[config.mk]
export PLATFORM = sky130hd
export DESIGN_NAME = bcd_stopwatch_counter
export DESIGN_NICKNAME = d
export VERILOG_FILES = /design/src/rtl/bcd_stopwatch_counter.sv
export SDC_FILE = /design/constraint.sdc
export NUM_CORES = 1
export LEC_CHECK = 0
export BUFFER_PORTS_ARGS = -buffer_cell sky130_fd_sc_hd__buf_2
export CAP_MARGIN = 20
export CORE_ASPECT_RATIO = 0.7
export CORE_MARGIN = 2
export CORE_UTILIZATION = 55
export CTS_BUF_LIST = sky130_fd_sc_hd__clkbuf_8
export DETAILED_ROUTE_END_ITERATION = 7
export PLACE_DENSITY = 0.78
export SLEW_MARGIN = 10
export SYNTH_ARGS = -nofsm -noshare
export SYNTH_HDL_FRONTEND = slang
export SYNTH_SLANG_ARGS = --single-unit
[constraint.sdc]
create_clock -name clock -period 3.42 [get_ports clock]
set_input_delay 0.684 -clock clock [delete_from_list [all_inputs] [get_ports clock]]
set_output_delay 0.684 -clock clock [all_outputs]
set_load 0.02 [all_outputs]
[src/rtl/bcd_stopwatch_counter.sv]
// Two-digit BCD run/pause counter with start/stop and clear pushbuttons.
// Steps once per divider tick while running and wraps at a programmable modulo.
module bcd_stopwatch_counter #(
  parameter int unsigned MODULO     = 60,
  parameter int unsigned SYNC_DEPTH = 2
) (
  input  logic       clock,
  input  logic       reset,
  input  logic       tick,
  input  logic       btn_start_stop,
  input  logic       btn_clear,
  input  logic       up_down,
  output logic [3:0] units,
  output logic [3:0] tens,
  output logic       running,
  output logic       wrap
);

  localparam int unsigned MAX_VAL = MODULO - 1;
  localparam logic [3:0]  MAX_T   = 4'(MAX_VAL / 10);
  localparam logic [3:0]  MAX_U   = 4'(MAX_VAL % 10);

  typedef enum logic [1:0] {
    IDLE  = 2'd0,
    RUN   = 2'd1,
    PAUSE = 2'd2
  } state_t;

  state_t                state;
  logic [SYNC_DEPTH-1:0] ss_sync;
  logic [SYNC_DEPTH-1:0] clr_sync;
  logic                  ss_prev;
  logic                  clr_prev;
  logic                  ss_p;
  logic                  clr_p;

  // Pushbutton synchronisers followed by rising-edge detectors
  always_ff @(posedge clock or posedge reset) begin
    if (reset) begin
      ss_sync  <= '0;
      clr_sync <= '0;
      ss_prev  <= 1'b0;
      clr_prev <= 1'b0;
    end else begin
      ss_sync  <= {ss_sync[SYNC_DEPTH-2:0], btn_start_stop};
      clr_sync <= {clr_sync[SYNC_DEPTH-2:0], btn_clear};
      ss_prev  <= ss_sync[SYNC_DEPTH-1];
      clr_prev <= clr_sync[SYNC_DEPTH-1];
    end
  end

  assign ss_p  = ss_sync[SYNC_DEPTH-1] & ~ss_prev;
  assign clr_p = clr_sync[SYNC_DEPTH-1] & ~clr_prev;

  // Control FSM and BCD digit datapath; clear overrides start/stop and tick
  always_ff @(posedge clock or posedge reset) begin
    if (reset) begin
      state   <= IDLE;
      units   <= 4'd0;
      tens    <= 4'd0;
      running <= 1'b0;
      wrap    <= 1'b0;
    end else begin
      wrap <= 1'b0;
      if (clr_p) begin
        state   <= IDLE;
        units   <= 4'd0;
        tens    <= 4'd0;
        running <= 1'b0;
      end else begin
        // Step decision uses the pre-edge state, so leaving RUN still counts
        if (state == RUN && tick) begin
          if (up_down) begin
            if (tens == MAX_T && units == MAX_U) begin
              tens  <= 4'd0;
              units <= 4'd0;
              wrap  <= 1'b1;
            end else if (units == 4'd9) begin
              units <= 4'd0;
              tens  <= tens + 4'd1;
            end else begin
              units <= units + 4'd1;
            end
          end else begin
            if (tens == 4'd0 && units == 4'd0) begin
              tens  <= MAX_T;
              units <= MAX_U;
              wrap  <= 1'b1;
            end else if (units == 4'd0) begin
              units <= 4'd9;
              tens  <= tens - 4'd1;
            end else begin
              units <= units - 4'd1;
            end
          end
        end
        if (ss_p) begin
          case (state)
            IDLE: begin
              state   <= RUN;
              running <= 1'b1;
            end
            RUN: begin
              state   <= PAUSE;
              running <= 1'b0;
            end
            PAUSE: begin
              state   <= RUN;
              running <= 1'b1;
            end
            default: begin
              state   <= IDLE;
              running <= 1'b0;
            end
          endcase
        end
      end
    end
  end

endmodule

---- Yosys cells after proc, flatten, opt, wreduce, memory -nomap -nowiden ----
Index checks and enable logic that the tools add are counted.
storage, ports and cells
  logic and storage cells ................. 58
  output and inout bits ................... 10
  register bits after elaboration ......... 18
operators by class
  reduce and logical (&&, ||, !) cells .... 11
  equality and inequality tests ........... 5
  add/sub/neg operators ................... 4
  mux-type cells .......................... 25
  bitwise gates (word level) .............. 4
operators with widths
  operator                                          count
  2-to-1 mux 4 bit                                  14
  adder 4 x 1 -> 4 bit, second input constant       2
  zero test 4 bit                                   2
  2-to-1 mux 1 bit                                  8
  subtractor 4 x 1 -> 4 bit, second input constant  2
  == test 4 x 3 -> 1 bit, second input constant     1
  == test 4 bit, second input constant              1
  2-to-1 mux 2 bit                                  2
  != test 4 x 1 -> 1 bit, second input constant     1
  one-hot mux 2 bit (2 select lines)                1
  nonzero test 2 bit                                2
  nonzero test 4 bit                                1
  logical AND 1 bit                                 3
  AND reduction 3 bit                               1
  bitwise AND 1 bit                                 2
  == test 2 x 1 -> 1 bit, second input constant     1
  == test 2 bit, second input constant              1
  zero test 2 bit                                   1
  inverter 1 bit                                    2
  OR reduction 2 bit                                1

---- Logic depth before layout (Yosys ltp) ----
Gate-level depths: netlist (run 1).
  word-level depth ........................ 6
  depth in mapped cells ................... 6
  mapped depth without buffers ............ 6

---- Worst setup path before layout (run 1) ----
Ideal clock, no wire load.
  path type ............................... register to register
  from .................................... register units[0]
  to ...................................... register tens[3]
  required time ........................... 3.292 ns
  slack ................................... 1.402 ns
  library setup time ...................... 0.128 ns
  stages on the path, launching flop included .. 7
  period minus slack after synthesis ...... 2.018 ns
  arrival time ............................ 1.890 ns
  buffers on the path ..................... 0
  path through ............................ dfrtp_1 inv_1 ha_1 or3b_4 a211oi_4 o21ai_0 mux2i_1
on the way
  word-level cells in the longest chain between the ends .. 6
RTL lines
  item                                              RTL line  text
  from (decl)                                       13        output logic [3:0] units,
  from (signal assigned)                            82        units <= units + 4'd1;
  from (signal assigned)                            93        units <= units - 4'd1;
  == test 4 bit or zero test 4 bit (tied branches)  n/a
  logical AND 1 bit, on equally long branches       74, 85
  2-to-1 mux 4 bit, on equally long branches        74, 85
  2-to-1 mux 4 bit                                  73        if (up_down) begin
  2-to-1 mux 4 bit                                  72        if (state == RUN && tick) begin
  2-to-1 mux 4 bit                                  65        if (clr_p) begin
  to (signal assigned)                              80        tens <= tens + 4'd1;
  to (signal assigned)                              91        tens <= tens - 4'd1;
  to (decl)                                         14        output logic [3:0] tens,
Several ways; a longest one is shown, not always the timed one. The select of a mux whose other input is x is not followed.
A chain may end at the register's enable or synchronous reset.

---- Worst setup path in the final report (run 1) ----
Ends and elaborated chain as after synthesis.

==> flow_summary.toml, run 1 <==
[power_and_ir_drop]
p_sw_mw = 0.3284
clkPwrFrac_pct = 19.3
total_power_mw = 0.7970
max-vdd-ir-drop_v = 0.0004174
switching_share_pct = 41.20
p_seq_share_pct = 38.3
leakage_nw = 0.5151
pwr_density_cell_nw_per_um2 = 689.4
intPower_mw = 0.4686
combPwrFrac_pct = 42.4

[global_routing]
grt_use_total_pct = 19.22
grt_max_degree = 19
antenna_found_initial = 0
grt_pass1_vias = 684
grt_pass1_wl_mm = 3.167
grt_overflow = 0

[yosys]
ys_seq_elements = 17
synth_cell_types = 33
syn_area_per_cell_sq_um = 9.441
syn_nets = 123
synth_seq_area_share_pct = 40.96
synth_area_sq_um = 1038
syn_inst = 110
ys.warnings.count = 0

[floorplan]
ios = 16
start_util_pct = 57.01
die_x_um = 55.94
die_y_um = 40.36
coreArea_sq_um = 1822
die_area_sq_um = 2257
rows = 13

[final_layout]
antenna_cells = 0
nets = 136
area_delta_synth_final_pct = 11.33
fin_area_sq_um = 1156
layout-drive-gt1-share_pct = 18.85
fill_cells = 157

[timing]
final-max-slew-violation-count = 0
setup_tns_ps = 0
max_freq_mhz = 471.0
rsz0062_at_grt = "false"
tightestPinTransition_ps = 695.9
finalHoldViolCount = 0
slew_headroom_pct = 53.51
setup_viol = 0
fin_crit_sh_pct = 62.08
fin_skew_ps = 1.840
min_period_ps = 2123
timing.hold.ws_ps = 353.4

[clock_tree]
cts_tree = "done"
postCtsHoldBufs = 0
cts_buffer_depth = 2
clkSinkCount = 17
path_clk_slew_ps = 70
clk-insertion-delay-late_ps = 260
cts_resized = 0
postCtsSetupRepairBufs = 0
htreeDepth = 1
cts_buffers = 3
clockRootBuffer = "clkbuf_8"

[place]
placed_cell_area_sq_um = 1107
io_buffers = 15
gp_congestion = 0.8707
dp_hpwl_mm = 1.400

[setup_path]
cp-start-kind = "register"
max_stage_delay_ps = 470
arrival_ps = 2260
cp-end-kind = "register"
crit_chain = "inv_1 > ha_1 > or3b_4 > a211oi_4 > o21ai_0 > mux2i_1"
crit_type = "register to register"
critPathRequiredTime_ps = 3560
cp_max_fo = 9
slowest_stage = "dfrtp_1"

[drt]
dr.pass1.iters = 4
drt_iter0_drc = 31
via_count = 811
drt_wl_total_mm = 1.928
vias_per_cell = 5.632
wl_per_cell_um = 13.39
ant_nets = 0
drc = 0

[hold_path]
min_path_type = "register to register"

[status]
outcome = "completed"

[job]
maxCapViolations = 0
==> cell families after synthesis <==
| logic type | Yosys count | share of synthesized area, % |
|---|---|---|
| AO/OA/AOI/OAI | 26 | 18.44 |
| XOR/XNOR | 2 | 1.687 |
| adder cells (fa/ha/maj) | 7 | 8.433 |
| buffers and inverters | 15 | 6.144 |
| flip-flops | 17 | 40.96 |
| multiplexers | 3 | 2.892 |
| AND/OR/NAND/NOR | 40 | 21.45 |
==> routing by layer <==
| layer | global-route usage (%) | wire length [um] | up-vias |
|---|---|---|---|
| li1 | - | - | 412 |
| met4 | 6.548 | 12 | 0 |
| met3 | 5.161 | 95 | 2 |
| met5 | 0 | 0 | - |
| met1 | 27.97 | 1003 | 376 |
| met2 | 27.98 | 816 | 21 |
==> cell type report <==
class	instances	area, sq um	area share (%)
Clock buffer	3	41.29	3.571
Clock inverter	1	7.507	0.6493
Inverter	8	30.03	2.597
Multi-Input combinational cell	78	549.3	47.51
Sequential cell	17	425.4	36.80
Tap cell	22	27.53	2.381
Timing Repair Buffer	15	75.07	6.493
==> sequential cells by signal, indices dropped and copies added, names as in the netlist <==
name	count
tens	4
units	4
clr_sync	2
ss_sync	2
state	2
clr_prev	1
ss_prev	1
wrap	1
==> final timing paths <==
| kind | slack [ps] | cells after the start | endpoint | start |
|---|---|---|---|---|
| max | 1300 | 6 | tens[3]$_DFFE_PP0P_ | units[0]$_DFFE_PP0P_ |
| min reg2reg | 350 | 0 | ss_sync[1]$_DFF_PP0_ | ss_sync[0]$_DFF_PP0_ |
| min in group asynchronous | 500 | 2 | tens[0]$_DFFE_PP0P_ | reset |
| max reg2reg | 1300 | 6 | tens[3]$_DFFE_PP0P_ | units[0]$_DFFE_PP0P_ |
| min | 350 | 0 | ss_sync[1]$_DFF_PP0_ | ss_sync[0]$_DFF_PP0_ |
| max in group asynchronous | 2530 | 2 | ss_sync[1]$_DFF_PP0_ | reset |
==> cells in the mapped netlist <==
library cell	instances	area [sq um]
a211oi_4	1	20.02
a31o_2	1	8.760
nor3_1	4	20.02
mux2i_1	3	30.03
dfrtp_1	17	425.4
o22ai_1	1	6.260
inv_1	8	30.03
o21bai_1	1	7.510
nor3b_1	1	7.510
nand3b_1	1	7.510
nor2_1	6	22.52
nor2b_1	6	37.54
nor4b_1	2	17.52
and3_1	1	6.260
o21ai_0	5	25.02
or3b_4	1	11.26
o21ba_2	1	10.01
o32ai_1	3	26.28
nor4_1	1	6.260
xnor2_1	2	17.52
a311oi_1	2	17.52
nand2b_1	4	25.02
nand3_1	4	20.02
buf_6	1	11.26
nand4_1	1	6.260
clkbuf_1	6	22.52
a211oi_1	4	30.03
nand2_1	7	26.28
and3b_1	1	8.760
ha_1	7	87.58
a31oi_1	1	6.260
a21oi_1	5	25.02
a41oi_1	1	8.760
==> critical path: cells and delay by family (launching register included) <==
kind                     cells  cell delay [ps]
AO/OA/AOI/OAI                2              570
adder cells (fa/ha/maj)      1              240
buffers and inverters        1              160
flip-flops                   1              470
multiplexers                 1              150
AND/OR/NAND/NOR              1              410
==> power by group through the flow <==
stage | sequential [mW] | combinational, mW | clock, mW
floorplan | 0.316 | 0.248 | 0
global placement | 0.305 | 0.333 | 0
detailed placement | 0.308 | 0.337 | 0
CTS | 0.304 | 0.338 | 0.156
global route | 0.314 | 0.383 | 0.162
finish | 0.305 | 0.338 | 0.154
==> per-stage QoR <==
step	utilization (%)	setup slack, ps	std cells
global route	63.46	1088	144
global placement	60.78	1299	140
detailed placement	60.78	1269	140
floorplan	-	1402	110
finish	63.46	1297	144
CTS	63.46	1289	144
==> placed cells by master, fill, tap and decap left out, types with 3 or more instances in the layout <==
cell | Yosys | layout
a211oi_1 | 4 | 4
a21oi_1 | 5 | 5
buf_2 | 0 | 15
clkbuf_8 | 0 | 3
dfrtp_1 | 17 | 17
ha_1 | 7 | 7
inv_1 | 8 | 8
mux2i_1 | 3 | 3
nand2_1 | 7 | 7
nand2b_1 | 4 | 4
nand3_1 | 4 | 4
nor2_1 | 6 | 6
nor2b_1 | 6 | 6
nor3_1 | 4 | 4
o21ai_0 | 5 | 5
o32ai_1 | 3 | 3
Power figures use the tool's default switching activity.
==> run 2, diff against run 1 <==
Settings changed: CORE_UTILIZATION 55 to 52, PLACE_DENSITY 0.78 to 0.77.
Clock period 3.42 ns to 1.7 ns, I/O delays scaled along.
==> flow_summary.toml, run 2 (same netlist as run 1, synthesis figures left out) <==
[status]
outcome = "complete, but fails checks"
violations = "setup timing"

[global_routing]
grt_use_total_pct = 24.63
antenna_found_initial = 0
grt_pass1_vias = 902
grt_overflow = 0
grt_max_degree = 18
grt_pass1_wl_mm = 4.215

[drt]
dr.pass1.iters = 4
drc = 0
vias_per_cell = 5.988
via_count = 976
drt_wl_total_mm = 2.805
wl_per_cell_um = 17.21
ant_nets = 0
drt_iter0_drc = 71

[timing]
fin_skew_ps = 6.251
setup_ws_ps = -73.12
setup_viol = 5
max_freq_mhz = 564.0
tightestPinTransition_ps = 690.6
slew_headroom_pct = 53.91
finalHoldViolCount = 0
rsz0062_at_grt = "true"
final-max-slew-violation-count = 0
min_period_ps = 1773
fin_crit_sh_pct = 104.3

[power_and_ir_drop]
leakage_nw = 0.6210
max-vdd-ir-drop_v = 0.001078
pwr_density_cell_nw_per_um2 = 1417

[setup_path]
r2r_start = "units[1]$_DFFE_PP0P_"
arrival_ps = 1940
endpoint = "tens[3]$_DFFE_PP0P_"
crit_type = "register to register"
crit_chain = "inv_2 > ha_4 > or3b_4 > a211oi_4 > buf_6 > o21ai_2 > mux2i_1"
crit_start = "units[1]$_DFFE_PP0P_"
crit_family = "flip-flops"
cp_max_fo = 5
path_depth = 7
r2r_cells = 7
max_stage_delay_ps = 410
reg2reg_to = "tens[3]$_DFFE_PP0P_"
cp-end-kind = "register"
reg2reg_setup_slack_ps = -70
critPathRequiredTime_ps = 1870
cp.buffers_inverters = 2
slowest_stage = "dfrtp_2"
cp-start-kind = "register"

[clock_tree]
clkSinkCount = 17
cts_buffers = 3
htreeDepth = 1
cts_buffer_depth = 2
clockRootBuffer = "clkbuf_8"
clk-insertion-delay-late_ps = 260
postCtsHoldBufs = 0
cts_tree = "done"
path_clk_slew_ps = 70

[final_layout]
largestRegisters = "tens (4), units (4)"
layout-drive-gt1-share_pct = 40.43
instances_no_fill = 163
final_common_cell = "buf_4"
area_delta_synth_final_pct = 32.89
fill_cells = 135
layout_common_cells = "buf_4, dfrtp_1, buf_2"
antenna_cells = 0
nets = 155

[place]
io_buffers = 15
place_inst = 152
preCtsSetupSlack_ps = -75.40
dp_hpwl_mm = 1.750
gp_congestion = 0.8247

[floorplan]
coreArea_sq_um = 1871
ios = 16
start_util_pct = 55.52
die_y_um = 41.39
rows = 13
die_x_um = 57.42
die_area_sq_um = 2376

[job]
maxCapViolations = 0

[hold_path]
min_path_type = "input port to async pin"
[run 2: stage by stage]
step                      total power, mW  cell area [sq um]  TNS (ps)  util (%)  hold slack [ps]
after detailed placement            1.468               1212    -190.7     64.82            347.1
after floorplan                     1.163               1054    -329.0         -            265.9
after CTS                           1.855               1320    -123.7     70.57            181.5
after global routing                2.071               1380    -758.4     73.78            172.6
final                               1.955               1380    -267.5     73.78            177.3
after global placement              1.432               1212         0     64.82            332.2
[run 2: where the power goes]
part           switching [mW]  internal [mW]  leakage (nW)
Combinational           0.580          0.497         0.385
Clock                   0.150          0.165        0.0217
Sequential             0.0841          0.480         0.214
Total                   0.814           1.14         0.621
[run 2: how the worst min path moves through the flow]
stage                               start                     to  slack (ps)
floorplan                           reset     clr_prev$_DFF_PP0_         270
global placement    clr_sync[0]$_DFF_PP0_  clr_sync[1]$_DFF_PP0_         330
detailed placement   ss_sync[0]$_DFF_PP0_   ss_sync[1]$_DFF_PP0_         350
CTS                                 reset         wrap$_DFF_PP0_         180
global route               btn_start_stop   ss_sync[0]$_DFF_PP0_         170
finish                              reset         wrap$_DFF_PP0_         180
[run 2: area by class of cell]
type                            instances  area [sq um]  share of cell area, %
Sequential cell                        17         427.9                  31.01
Inverter                                8         30.03                  2.176
Multi-Input combinational cell         78         624.3                  45.24
Clock buffer                            3         41.29                  2.992
Clock inverter                          1         7.507                 0.5440
Tap cell                               22         27.53                  1.995
Timing Repair Buffer                   34         221.5                  16.05
[run 2: routing by layer]
metal	GRT usage (%)	up-vias	wire length [um]
met3	6.790	2	241
met1	31.17	470	1131
met4	11.05	0	22
li1	-	451	-
met2	40.91	53	1409
met5	0	-	0
[run 2: what timing repair did]
item,in CTS,in global routing
hold endpoints to repair,0,0
endpoints found under the setup margin,5,6
buffers inserted,5,2
resized for setup,6,8
pin swaps,6,6
gates cloned,0,0
